File: src/rtl/parking_occupancy_arbiter.sv
// parking_occupancy_arbiter
// -------------------------
// Shares one BCD occupancy counter between two gate lanes (A and B). Each
// lane's sensor FSM produces one-cycle incr/decr pulses; these are queued in
// four small pending counters and serialised into at most one tick/sign per
// cycle towards the counter. The block also mirrors the committed occupancy,
// enforces the lot capacity and drives full/empty and gate-lock status.
//
// Configuration macro: PARKING_NET_CANCEL_EN
//   defined   : an increment and a decrement that are both grantable in the
//               same cycle are consumed together without a tick.
//   undefined : the decrement is granted first; the increment stays pending.
//
// Handshake: the block has no back-pressure. Each input pulse is a one-cycle
// event request that is always accepted (or dropped on saturation, flagged
// by drop_err). tick is a one-cycle strobe with sign valid in the same cycle;
// the downstream counter must accept it in that cycle.
//
// Ports:
//   clk, rst            clock, asynchronous active-high reset
//   incr_a, decr_a      lane A entry/exit pulses
//   incr_b, decr_b      lane B entry/exit pulses
//   tick, sign          step strobe and direction (1 = decrement)
//   occupancy           committed vehicle count
//   full, empty         occupancy == CAPACITY / occupancy == 0
//   gate_lock_a/_b      lane entry must be refused
//   reject              one-cycle pulse: a queued decrement was discarded
//   drop_err            sticky: a pending counter overflowed
//   state_dbg_o         current arbiter FSM state (IDLE=0, SERVE=1, BLOCKED=2)

module parking_occupancy_arbiter #(
    parameter int CAPACITY = 9,
    parameter int CNT_W    = 4,
    parameter int PEND_MAX = 3
) (
    input  logic             clk,
    input  logic             rst,
    input  logic             incr_a,
    input  logic             decr_a,
    input  logic             incr_b,
    input  logic             decr_b,
    output logic             tick,
    output logic             sign,
    output logic [CNT_W-1:0] occupancy,
    output logic             full,
    output logic             empty,
    output logic             gate_lock_a,
    output logic             gate_lock_b,
    output logic             reject,
    output logic             drop_err,
    output logic [1:0]       state_dbg_o
);

    typedef enum logic [1:0] {
        ST_IDLE    = 2'd0,
        ST_SERVE   = 2'd1,
        ST_BLOCKED = 2'd2
    } state_t;

`ifdef PARKING_NET_CANCEL_EN
    localparam bit NET_CANCEL = 1'b1;
`else
    localparam bit NET_CANCEL = 1'b0;
`endif

    localparam int LW = CNT_W + 2;  // wide enough for occupancy + two pending counts

    // Pending counter slots: 0 = incr_a, 1 = decr_a, 2 = incr_b, 3 = decr_b
    localparam int IA = 0;
    localparam int DA = 1;
    localparam int IB = 2;
    localparam int DB = 3;

    state_t            state_q, state_d;
    logic [3:0][2:0]   pend_q, pend_d;
    logic              rr_inc_q, rr_inc_d;   // 0 = lane A next, 1 = lane B next
    logic              rr_dec_q, rr_dec_d;
    logic [CNT_W-1:0]  occ_q, occ_d;
    logic              tick_q, tick_d;
    logic              sign_q, sign_d;
    logic              full_q, full_d;
    logic              empty_q, empty_d;
    logic              lock_q, lock_d;
    logic              reject_q, reject_d;
    logic              drop_q, drop_d;

    logic [3:0]        pulse;
    logic [3:0]        grant;
    logic              inc_any, dec_any;
    logic              at_full, at_empty;
    logic              inc_ok, dec_ok;
    logic              inc_lane, dec_lane;   // 1 = lane B
    logic              any_d, dec_pend_d;
    logic [LW-1:0]     lock_sum;

    // Returns 1 when lane B wins. A lone requester wins regardless of ptr.
    function automatic logic pick_b(input logic req_a, input logic req_b, input logic ptr);
        if (req_a && req_b) begin
            return ptr;
        end
        return req_b;
    endfunction

    assign pulse = {decr_b, incr_b, decr_a, incr_a};

    // Arbitration on registered pending state
    always_comb begin
        grant    = 4'b0000;
        tick_d   = 1'b0;
        sign_d   = 1'b0;
        reject_d = 1'b0;
        occ_d    = occ_q;
        rr_inc_d = rr_inc_q;
        rr_dec_d = rr_dec_q;

        inc_any  = (pend_q[IA] != 3'd0) || (pend_q[IB] != 3'd0);
        dec_any  = (pend_q[DA] != 3'd0) || (pend_q[DB] != 3'd0);
        at_full  = (occ_q == CNT_W'(CAPACITY));
        at_empty = (occ_q == '0);
        inc_ok   = inc_any && !at_full;
        dec_ok   = dec_any && !at_empty;
        inc_lane = pick_b(pend_q[IA] != 3'd0, pend_q[IB] != 3'd0, rr_inc_q);
        dec_lane = pick_b(pend_q[DA] != 3'd0, pend_q[DB] != 3'd0, rr_dec_q);

        if (NET_CANCEL && inc_ok && dec_ok) begin
            // Entry and exit cancel out: consume both, occupancy unchanged
            grant[inc_lane ? IB : IA] = 1'b1;
            grant[dec_lane ? DB : DA] = 1'b1;
            rr_inc_d = ~rr_inc_q;
            rr_dec_d = ~rr_dec_q;
        end else if (dec_any) begin
            grant[dec_lane ? DB : DA] = 1'b1;
            rr_dec_d = ~rr_dec_q;
            if (at_empty) begin
                // Exit with nobody inside: discard instead of wrapping
                reject_d = 1'b1;
            end else begin
                tick_d = 1'b1;
                sign_d = 1'b1;
                occ_d  = occ_q - CNT_W'(1);
            end
        end else if (inc_ok) begin
            grant[inc_lane ? IB : IA] = 1'b1;
            rr_inc_d = ~rr_inc_q;
            tick_d   = 1'b1;
            occ_d    = occ_q + CNT_W'(1);
        end
        // Increments pending while full simply stay queued.
    end

    // Pending counters: capture pulses, retire grants, saturate at PEND_MAX
    always_comb begin
        pend_d = pend_q;
        drop_d = drop_q;
        for (int i = 0; i < 4; i++) begin
            if (pulse[i] && !grant[i]) begin
                if (pend_q[i] == 3'(PEND_MAX)) begin
                    drop_d = 1'b1;
                end else begin
                    pend_d[i] = pend_q[i] + 3'd1;
                end
            end else if (!pulse[i] && grant[i]) begin
                pend_d[i] = pend_q[i] - 3'd1;
            end
        end
    end

    // Status derived from next-state values so it lines up with occupancy
    always_comb begin
        full_d   = (occ_d == CNT_W'(CAPACITY));
        empty_d  = (occ_d == '0);
        lock_sum = LW'(occ_d) + LW'(pend_d[IA]) + LW'(pend_d[IB]);
        lock_d   = (lock_sum >= LW'(CAPACITY));
    end

    // FSM next state
    always_comb begin
        state_d    = state_q;
        any_d      = (pend_d != '0);
        dec_pend_d = (pend_d[DA] != 3'd0) || (pend_d[DB] != 3'd0);
        case (state_q)
            ST_IDLE: begin
                if (any_d) begin
                    state_d = ST_SERVE;
                end
            end
            ST_SERVE: begin
                if (!any_d) begin
                    state_d = ST_IDLE;
                end else if (!dec_pend_d && full_d) begin
                    state_d = ST_BLOCKED;
                end
            end
            ST_BLOCKED: begin
                if (dec_pend_d) begin
                    state_d = ST_SERVE;
                end else if (!any_d) begin
                    state_d = ST_IDLE;
                end
            end
            default: state_d = ST_IDLE;
        endcase
    end

    always_ff @(posedge clk or posedge rst) begin
        if (rst) begin
            state_q  <= ST_IDLE;
            pend_q   <= '0;
            rr_inc_q <= 1'b0;
            rr_dec_q <= 1'b0;
            occ_q    <= '0;
            tick_q   <= 1'b0;
            sign_q   <= 1'b0;
            full_q   <= 1'b0;
            empty_q  <= 1'b1;
            lock_q   <= 1'b0;
            reject_q <= 1'b0;
            drop_q   <= 1'b0;
        end else begin
            state_q  <= state_d;
            pend_q   <= pend_d;
            rr_inc_q <= rr_inc_d;
            rr_dec_q <= rr_dec_d;
            occ_q    <= occ_d;
            tick_q   <= tick_d;
            sign_q   <= sign_d;
            full_q   <= full_d;
            empty_q  <= empty_d;
            lock_q   <= lock_d;
            reject_q <= reject_d;
            drop_q   <= drop_d;
        end
    end

    assign tick        = tick_q;
    assign sign        = sign_q;
    assign occupancy   = occ_q;
    assign full        = full_q;
    assign empty       = empty_q;
    assign gate_lock_a = lock_q;
    assign gate_lock_b = lock_q;
    assign reject      = reject_q;
    assign drop_err    = drop_q;
    assign state_dbg_o = state_q;

endmodule

File: config.mk
export PLATFORM = sky130hd
export DESIGN_NAME = parking_occupancy_arbiter
export DESIGN_NICKNAME = d
export VERILOG_FILES = /design/src/rtl/parking_occupancy_arbiter.sv
export SDC_FILE = /design/constraint.sdc
export NUM_CORES = 1
export LEC_CHECK = 0
export ABC_AREA = 1
export BUFFER_PORTS_ARGS = -buffer_cell sky130_fd_sc_hd__buf_2
export CELL_PAD_IN_SITES_DETAIL_PLACEMENT = 0
export CELL_PAD_IN_SITES_GLOBAL_PLACEMENT = 1
export CORE_ASPECT_RATIO = 1.4
export CORE_MARGIN = 2
export CORE_UTILIZATION = 45
export CTS_CLUSTER_DIAMETER = 30
export CTS_CLUSTER_SIZE = 30
export DETAILED_ROUTE_END_ITERATION = 16
export GPL_TIMING_DRIVEN = 0
export PLACE_DENSITY = 0.86
export SLEW_MARGIN = 25
export SYNTH_ARGS = -nofsm -noshare
export SYNTH_HDL_FRONTEND = slang
export SYNTH_SLANG_ARGS = --single-unit
export TNS_END_PERCENT = 5
File: constraint.sdc
create_clock -name clk -period 4.2 [get_ports clk]
set_input_delay 0.42 -clock clk [delete_from_list [all_inputs] [get_ports clk]]
set_output_delay 0.42 -clock clk [all_outputs]
set_load 0.01 [all_outputs]
# Word-level counts from Yosys, hierarchy flattened
# Index checks and enable logic that the tools add are counted.
# classes
addsub	12
n_lt_le_gt_ge	5
eq_ne	11
muxes	49
bitwise_logic	3
n_reduce_logical	39
# ops
cell	count
3-bit 2-to-1 mux	12
1-bit 2-to-1 mux	22
4-bit 2-to-1 mux	5
3-bit nonzero test	6
1-bit logical AND	14
2-bit 2-to-1 mux	7
3-bit by 1-bit adder with 3-bit output, second input constant	4
3-bit by 2-bit == test with 1-bit output, second input constant	4
12-bit nonzero test	1
3-bit by 1-bit subtractor with 3-bit output, second input constant	4
1-bit zero test	10
4-bit == test, second input constant	2
4-bit zero test	2
5-bit by 3-bit adder with 6-bit output	1
6-bit by 4-bit >= comparator with 1-bit output, second input constant	1
2-bit by 3-bit < comparator with 1-bit output, second input constant	2
3-bit != test, second input constant	2
2-bit case mux with 3 select lines	1
4-bit by 3-bit adder with 5-bit output	1
4-bit by 1-bit adder with 4-bit output, second input constant	1
1-bit demux with 2-bit select	2
2-bit by 1-bit >= comparator with 1-bit output, second input constant	2
4-bit by 1-bit subtractor with 4-bit output, second input constant	1
1-bit logical OR	3
other kinds (7)	9
# word_totals
register_bits	27
inputBits	6
output_inout_bits	14
wordCells	134

# Depth between registers and ports, before layout
# Gate-level depths: netlist (run 1).
# depth
ltp_word	21
depth_mapped	20
ltp_nobuf	20

# Least setup slack after synthesis (run 1)
# No wires, ideal clock.
# synth_timing
kind	register to register
start	reg pend_q[9] (netlist bit)
end	reg lock_q (netlist: gate_lock_a)
setup_ns	0.126
arrival_ns	2.870
setup_slack_ns	1.203
stages_incl_launch_ff	19
path_buffers	0
synth_period_minus_slack_ns	2.997
path_cell_list	dfrtp_1 > inv_1 > ha_1 > inv_1 > nor2_4 > nand2_8 > nor2_8 > nand3_4 > nand2_1 > inv_1 > nand2_1 > nand2_1 > fa_1 > ha_1 > inv_1 > fa_1 > nand3b_1 > nand2_1 > nand3_1
# synth_lines
element	line_no	rtl
start: declaration	75	logic [3:0][2:0] pend_q, pend_d;
start signal: assignment	221	pend_q <= pend_d;
end signal: assignment	229	lock_q <= lock_d;
end: declaration	83	logic lock_q, lock_d;

==> results of run 1 <==
[where the power goes]
group	total (W)	switching, W	internal, W
Combinational	0.00160	0.000977	0.000621
Clock	0.000152	0.0000837	0.0000682
Sequential	0.000483	0.0000992	0.000384
[synthesized netlist by cell type, types with 2 or more instances]
library cell | n | share of area, %
a21oi_1 | 8 | 1.8
dfrtp_1 | 26 | 29
fa_1 | 4 | 3.6
ha_1 | 18 | 10
inv_1 | 48 | 8.0
inv_2 | 9 | 1.5
nand2_1 | 62 | 10
nand2_2 | 11 | 3.1
nand2_4 | 5 | 2.5
nand3_1 | 26 | 5.8
nand3_2 | 7 | 3.1
nand4_1 | 6 | 1.7
nor2_1 | 18 | 3.0
nor2_2 | 5 | 1.4
nor2_4 | 5 | 2.5
o21ai_0 | 3 | 0.67
xnor2_1 | 3 | 1.2
xor2_1 | 3 | 1.2
xor2_2 | 2 | 1.5
[cells by family after synthesis]
group / count (synthesis) / synth area share, %
AO/OA/AOI/OAI: 18 / 4.98
flip-flops: 27 / 30.2
XOR/XNOR: 8 / 3.80
AND/OR/NAND/NOR: 151 / 37.2
buffers and inverters: 59 / 10.2
adder cells (fa/ha/maj): 22 / 13.6
[through the flow]
stage	util (%)	total power, W	area (sq um)
after CTS	51.2	0.00227	2460
after detailed placement	50.2	0.00211	2410
final	51.2	0.00223	2460
after global routing	51.2	0.00256	2460
after floorplan	-	0.00179	2240
after global placement	50.2	0.00209	2410
[final timing paths]
path | slack [ps] | to
max reg2reg | 940 | gate_lock_a
max in group asynchronous | 3620 | rr_inc_q
max | 940 | gate_lock_a
min reg2reg | 470 | rr_inc_q
min in group clk | 470 | rr_inc_q
min | 190 | state_dbg_o[0]
[worst max-delay path, cell delays in order, from the launching register on]
cell and delay (ps):
dfrtp_1 420, inv_1 130, ha_1 200, inv_1 80, nor2_4 130, nand2_8 110, nor2_8 210, nand3_2 140
nand2_1 110, nor2_2 50, nor2_4 90, inv_2 60, fa_1 510, ha_1 180, inv_1 60, fa_1 470
nand3b_1 80, nand2_1 70, nand3_1 60
[final cells by class]
type	count	area, sq um	share of cell area (%)
multi-input combinational	199	1330	54.2
sequential	27	677	27.5
inverter	58	220	8.96
timing repair buffer	19	95.1	3.87
tap	64	80.1	3.26
clock buffer	4	45.0	1.83
buffer	1	7.51	0.305
[layer usage]
| layer | vias to the layer above | global-route usage [%] | wire length [um] |
|---|---|---|---|
| met4 | 0 | 4.74 | 42 |
| met2 | 14 | 33.4 | 2290 |
| met3 | 4 | 1.68 | 65 |
| met1 | 811 | 18.6 | 1660 |
| li1 | 934 | - | - |
| met5 | - | 0 | 0 |
==> reports/metrics.cfg, run 1 <==
[cts]
cts_hold_buffers = 0
cts_setup_buffers = 0
cts_resized = 0
clock-sinks = 27
cts_tree = done
clk_pin_slew_ps = 90
worstSkewPairLatency_ps = 280
root_buffer = clkbuf_8
cts_buffers = 3
htreeDepth = 1
clk_path_buf_depth = 2

[drt]
drt_iter0_drc = 17
firstDrtPassIters = 4
wl_per_cell_um = 10.9
ant_nets = 0
wirelength_mm = 4.06
vias = 1763
drc = 0
vias_per_cell = 4.74

[place]
dp_slack_ps = 915
place_inst = 368
hpwl_mm = 3.34
gp_congestion = 0.792
port_buffers = 19

[die]
io_pins = 20
die_area_sq_um = 5560
core.rowCount = 30
core_area_sq_um = 4800
initial_core_util_pct = 46.6
die_h_um = 87.5
dieWidth_um = 63.6

[sta]
finClkSkew_ps = 1.77
rsz0062_at_grt = no
slew-limit-headroom_pct = 60.6
finalMaxSlewViolations = 0
hold_violations = 0
worstMarginPinSlew_ps = 591
finalSetupViolCount = 0
fin_setup_tns_ps = 0
holdWs_ps = 194
fin_crit_sh_pct = 77.7
final.min_clock_period_ps = 3260
fmax_mhz = 307
finalWorstSetupSlack_ps = 938

[critical_path]
crit_arrival_ps = 3430
r2r_start = pend_q[9]
critical_path.startpoint = pend_q[9]
worstRegToRegCells = 18
start_kind = flop
endpoint_kind = flop
cp.required_ps = 4370
critPathKind = flop to flop
crit_fanout = 8

[global_routing]
grt_pass1_wl_mm = 7.38
grt_usage_pct = 16.8
antenna_found_initial = 0
grt_pass1_vias = 1722
grt_max_degree = 28
overflow = 0

[layout]
final_nets = 337
largest_register = pend_q
final_cells = 372
final_common_cell = nand2_1
largest_reg_flops = 12
final_cell_mix = nand2_1 (62), inv_1 (47), nand3_1 (26), dfrtp_1 (26), buf_2 (19)
antennaDiodeCount = 0
area_growth_pct = 9.84
layout-drive-gt1-share_pct = 24.7
fillers = 503

[power]
p_per_area_nw_per_um2 = 908
power_leakage_nw = 1.31
vdd.ir_drop.worst_mv = 0.351

[synth]
syn_avg_cell_area_sq_um = 7.85
async_flop_share_pct = 100
synth_area_sq_um = 2240
synthFlopType = dfrtp_1
synth_edf_count = 0
yosysWarnings = 0
syn-num-nets = 313
netlist_instances = 285
synth_seq_cells = 27
synth-seq-area-share_pct = 30.2
netlist-cell-type-count = 35

[status]
outcome = finished clean

[flow_run]
drv_cap = 0

[min_path]
min_path_type = input port to asynchronous set/reset pin

No activity file was read; power rests on OpenSTA's default activity.
==> run 2, diff against run 1 <==
CORE_UTILIZATION = 40   (was 45)
PLACE_DENSITY = 0.81   (was 0.86)
clock period = 2.76 ns   (was 4.2 ns; I/O delays follow)
==> reports/metrics.cfg, run 2 (synthesis results as in run 1) <==
[status]
violations = negative setup slack
outcome = complete, but fails checks  ; was finished clean

[place]
place_inst = 372  ; was 368
gp_congestion = 0.856  ; was 0.792
hpwl_mm = 3.51  ; was 3.34 mm
port_buffers = 19  ; unchanged

[sta]
fin_crit_sh_pct = 111  ; was 77.7%
finalSetupViolCount = 1  ; was 0
fmax_mhz = 327  ; was 307 MHz
final.min_clock_period_ps = 3050  ; was 3260 ps
fin_setup_tns_ps = -295  ; was 0 ps
hold_violations = 0  ; unchanged
rsz0062_at_grt = yes  ; was no
finalWorstSetupSlack_ps = -295  ; was 938 ps
finalMaxSlewViolations = 0  ; unchanged
worstMarginPinSlew_ps = 565  ; was 591 ps
finClkSkew_ps = 2.30  ; was 1.77 ps
slew-limit-headroom_pct = 62.3  ; was 60.6%

[global_routing]
overflow = 0  ; unchanged
grt_pass1_wl_mm = 7.94  ; was 7.38 mm
grt_max_degree = 28  ; unchanged
grt_usage_pct = 16.3  ; was 16.8%
antenna_found_initial = 0  ; unchanged
grt_pass1_vias = 1898  ; was 1722

[cts]
cts_tree = done  ; unchanged
cts_buffers = 3  ; unchanged
root_buffer = clkbuf_8  ; unchanged
clock-sinks = 27  ; unchanged
worstSkewPairLatency_ps = 270  ; was 280 ps
clk_path_buf_depth = 2  ; unchanged
clk_pin_slew_ps = 90  ; about the same
htreeDepth = 1  ; unchanged

[critical_path]
crit_arrival_ps = 3210  ; was 3430 ps
start_kind = flop  ; unchanged
slowest_delay_ps = 510  ; about the same
cp.required_ps = 2920  ; was 4370 ps
cpMaxStageDelayCell = fa_1  ; unchanged
worstRegToRegCells = 19  ; was 18
endpoint_kind = flop  ; unchanged
crit_chain = inv_2 -> ha_2 -> inv_1 -> nor2_1 -> nand2_1 -> nand2_4 -> nor2_8 -> buf_4 -> nand4_1 -> nand2_2 -> nor2_4 -> inv_2 -> fa_1 -> ha_2 -> inv_1 -> fa_1 -> nand3b_1 -> nand2_1 -> nand3_1  ; was inv_1 -> ha_1 -> inv_1 -> nor2_4 -> nand2_8 -> nor2_8 -> nand3_2 -> nand2_1 -> nor2_2 -> nor2_4 -> inv_2 -> fa_1 -> ha_1 -> inv_1 -> fa_1 -> nand3b_1 -> nand2_1 -> nand3_1
critPathKind = flop to flop  ; unchanged
crit_fanout = 6  ; was 8

[drt]
drt_iter0_drc = 41  ; was 17
drc = 0  ; unchanged
ant_nets = 0  ; unchanged
wirelength_mm = 4.53  ; was 4.06 mm
wl_per_cell_um = 11.4  ; was 10.9 um
firstDrtPassIters = 4  ; unchanged
vias = 1854  ; was 1763
vias_per_cell = 4.65  ; was 4.74

[die]
die_h_um = 92.5  ; was 87.5 um
die_area_sq_um = 6220  ; was 5560 sq um
io_pins = 20  ; unchanged
core_area_sq_um = 5450  ; was 4800 sq um
core.rowCount = 32  ; was 30
initial_core_util_pct = 41.1  ; was 46.6%
dieWidth_um = 67.2  ; was 63.6 um

[layout]
antennaDiodeCount = 0  ; unchanged
largest_reg_flops = 12  ; unchanged
largest_register = pend_q  ; unchanged
final_common_cell = nand2_1  ; unchanged
final_nets = 360  ; was 337
area_growth_pct = 20.8  ; was 9.84%
post-route-util_pct = 49.7  ; was 51.2%
final_cells = 399  ; was 372
final_cell_mix = nand2_1 (58), inv_1 (37), nand3_1 (26), dfrtp_1 (25), buf_4 (24)  ; was nand2_1 (62), inv_1 (47), nand3_1 (26), dfrtp_1 (26), buf_2 (19)
layout-drive-gt1-share_pct = 36.3  ; was 24.7%

[flow_run]
drv_cap = 0  ; unchanged

[power]
power_w = 0.00378  ; was 0.00223 W
vdd.ir_drop.worst_mv = 1.07  ; was 0.351 mV
p_per_area_nw_per_um2 = 1400  ; was 908 nW/um^2
power_leakage_nw = 1.41  ; was 1.31 nW

[min_path]
min_path_type = input port to asynchronous set/reset pin  ; unchanged

==> run 2: final timing paths <==
kind                       slack (ps)           end      start
min reg2reg                       490      rr_inc_q   rr_inc_q
min                                50        reject        rst
min in group clk                  350     pend_q[5]     decr_a
max in group asynchronous        2300  occupancy[0]        rst
max                              -290   gate_lock_a  pend_q[6]
max reg2reg                      -290   gate_lock_a  pend_q[6]
==> run 2: area by class of cell <==
cell class / instances / area (sq um)
clock buffer: 4 / 45.0
tap: 68 / 85.1
buffer: 1 / 7.51
timing repair buffer: 42 / 268
fill: 570 / 2740
sequential: 27 / 678
multi-input combinational: 199 / 1400
inverter: 58 / 220
==> run 2: per-stage QoR <==
stage / hold WS (ps) / setup slack [ps] / area, sq um
3_3_place_gp: 458 / -401 / 2440
6_report: 52.5 / -295 / 2710
2_1_floorplan: 328 / -145 / 2260
5_1_grt: 85.5 / -461 / 2710
4_1_cts: 277 / -272 / 2670
3_5_place_dp: 473 / -416 / 2440
==> run 2: repair_timing <==
action | CTS | global route
pin swaps | 10 | 6
setup buffers | 20 | 3
hold buffers | 0 | 0
endpoints found under the setup margin | 1 | 1
resized for setup | 16 | 1
==> run 2: layer usage <==
metal  GRT usage (%)  vias up  routed length (um)
met5               0        -                   0
met4            3.40        0                  22
met3            1.58        2                  46
met2            32.5        9                2560
met1            17.6      865                1900
li1                -      978                   -
==> run 2: where the power goes <==
part           internal, W  total [W]  switching (W)
logic              0.00121    0.00283        0.00162
registers         0.000586   0.000735       0.000149
clock network     0.000103   0.000220       0.000116
total              0.00189    0.00378        0.00188
==> run 2: critical path, delay by kind of cell (launching register included) <==
family | cells | cell delay (ps)
simple gates | 10 | 840
buf+inv | 5 | 360
flops | 1 | 400
fa+ha+maj | 4 | 1320
==> run 3, diff against run 2 <==
CORE_UTILIZATION = 45   (was 40)
PLACE_DENSITY = 0.92   (was 0.81)
SKIP_CTS_REPAIR_TIMING = 1   (was unset)
clock period = 3.5 ns   (was 2.76 ns; I/O delays follow)
==> reports/metrics.cfg, run 3 (synthesis results as in run 1) <==
[layout]
largest_reg_flops = 12  ; unchanged
layout-drive-gt1-share_pct = 24.7  ; was 36.3%
final_common_cell = nand2_1  ; unchanged
final_cell_mix = nand2_1 (62), inv_1 (47), nand3_1 (26), dfrtp_1 (26), buf_2 (19)  ; was nand2_1 (58), inv_1 (37), nand3_1 (26), dfrtp_1 (25), buf_4 (24)
largest_register = pend_q  ; unchanged
final_nets = 337  ; was 360
area_growth_pct = 9.84  ; was 20.8%
antennaDiodeCount = 0  ; unchanged

[die]
core.rowCount = 30  ; was 32
core_area_sq_um = 4800  ; was 5450 sq um
die_h_um = 87.5  ; was 92.5 um
initial_core_util_pct = 46.6  ; was 41.1%
dieWidth_um = 63.6  ; was 67.2 um
io_pins = 20  ; unchanged
die_area_sq_um = 5560  ; was 6220 sq um

[critical_path]
critical_path.startpoint = pend_q[9]  ; was pend_q[6]
path_common_cell = inv_1
crit_fanout = 8  ; was 6
cpMaxStageDelayCell = fa_1  ; unchanged
worstRegToRegCells = 18  ; was 19
crit_path_end = gate_lock_a  ; unchanged
r2r_end = gate_lock_a  ; unchanged
slowest_delay_ps = 510  ; about the same
critPathKind = flop to flop  ; unchanged
crit_chain = inv_1 -> ha_1 -> inv_1 -> nor2_4 -> nand2_8 -> nor2_8 -> nand3_2 -> nand2_1 -> nor2_2 -> nor2_4 -> inv_2 -> fa_1 -> ha_1 -> inv_1 -> fa_1 -> nand3b_1 -> nand2_1 -> nand3_1  ; was inv_2 -> ha_2 -> inv_1 -> nor2_1 -> nand2_1 -> nand2_4 -> nor2_8 -> buf_4 -> nand4_1 -> nand2_2 -> nor2_4 -> inv_2 -> fa_1 -> ha_2 -> inv_1 -> fa_1 -> nand3b_1 -> nand2_1 -> nand3_1
r2r_start = pend_q[9]  ; was pend_q[6]
endpoint_kind = flop  ; unchanged
reg2reg_setup_slack_ps = 260  ; was -290 ps
start_kind = flop  ; unchanged
cp.required_ps = 3660  ; was 2920 ps
crit_arrival_ps = 3400  ; was 3210 ps

[sta]
fin_setup_tns_ps = 0  ; was -295 ps
finClkSkew_ps = 7.24  ; was 2.30 ps
worstMarginPinSlew_ps = 594  ; was 565 ps
finalMaxSlewViolations = 0  ; unchanged
hold_violations = 0  ; unchanged
finalWorstSetupSlack_ps = 256  ; was -295 ps
rsz0062_at_grt = no  ; was yes
fmax_mhz = 308  ; was 327 MHz
fin_crit_sh_pct = 92.7  ; was 111%
final.min_clock_period_ps = 3240  ; was 3050 ps
finalSetupViolCount = 0  ; was 1
slew-limit-headroom_pct = 60.3  ; was 62.3%

[drt]
drc = 0  ; unchanged
wirelength_mm = 4.09  ; was 4.53 mm
vias = 1755  ; was 1854
ant_nets = 0  ; unchanged
vias_per_cell = 4.72  ; was 4.65
drt_iter0_drc = 61  ; was 41
wl_per_cell_um = 11.0  ; was 11.4 um
firstDrtPassIters = 4  ; unchanged

[place]
dp_slack_ps = 211  ; was -416 ps
gp_congestion = 0.834  ; was 0.856
port_buffers = 19  ; unchanged
hpwl_mm = 3.37  ; was 3.51 mm

[cts]
worstSkewPairLatency_ps = 270  ; about the same
cts_buffers = 3  ; unchanged
htreeDepth = 1  ; unchanged
cts_tree = done  ; unchanged
clk_pin_slew_ps = 90  ; about the same
clk_path_buf_depth = 2  ; unchanged
clock-sinks = 27  ; unchanged
root_buffer = clkbuf_8  ; unchanged

[global_routing]
grt_pass1_wl_mm = 7.74  ; was 7.94 mm
grt_max_degree = 28  ; unchanged
overflow = 0  ; unchanged
grt_pass1_vias = 1779  ; was 1898
grt_usage_pct = 17.1  ; was 16.3%
antenna_found_initial = 0  ; unchanged

[status]
outcome = finished clean  ; was complete, but fails checks

[flow_run]
drv_cap = 0  ; unchanged

[power]
vdd.ir_drop.worst_mv = 0.414  ; was 1.07 mV
power_leakage_nw = 1.32  ; was 1.41 nW
p_per_area_nw_per_um2 = 1090  ; was 1400 nW/um^2

[min_path]
min_path_type = input port to asynchronous set/reset pin  ; unchanged

## run 3: metrics by stage
stage / instance area [sq um] / util (%) / total power (W) / hold WS, ps / instances
after floorplan: 2240 / - / 0.00214 / 402 / 285
after global placement: 2410 / 50.2 / 0.00250 / 458 / 368
after detailed placement: 2410 / 50.2 / 0.00253 / 463 / 368
after CTS: 2460 / 51.2 / 0.00272 / 161 / 372
after global routing: 2460 / 51.2 / 0.00305 / 188 / 372
final: 2460 / 51.2 / 0.00268 / 133 / 372
## run 3: critical path: cells and delay by family (launching register included)
kind | cells | cell delay [ps]
fa+ha+maj | 4 | 1350
buf+inv | 4 | 340
flops | 1 | 430
simple gates | 10 | 1030
## run 3: report_power, final
group	switching, W	internal [W]
clock network	0.000101	0.0000816
logic	0.00117	0.000739
registers	0.000121	0.000460
## run 3: per-layer routing
metal	GRT usage (%)	part of all wire, %	vias to the layer above
met4	4.15	0.66	0
met3	1.16	1.2	2
met5	0	0	-
met1	20.4	44	814
li1	-	-	927
met2	32.9	54	12
## run 3: final cells by class
| cell class | instances | area (sq um) |
|---|---|---|
| fill | 508 | 2350 |
| multi-input combinational | 199 | 1330 |
| sequential | 27 | 677 |
| inverter | 58 | 220 |
| timing repair buffer | 19 | 95.1 |
| tap | 64 | 80.1 |
| clock buffer | 4 | 45.0 |
| buffer | 1 | 7.51 |
## run 3: worst min-delay path by stage
stage | from | to | slack (ps) | cells after the start
CTS | rst | pend_q[3] | 160 | 2
detailed placement | rst | state_dbg_o[0] | 460 | 2
finish | rst | state_dbg_o[0] | 130 | 2
global placement | rr_inc_q | rr_inc_q | 460 | 1
global route | rst | state_dbg_o[0] | 190 | 2
floorplan | rst | drop_err | 400 | 1
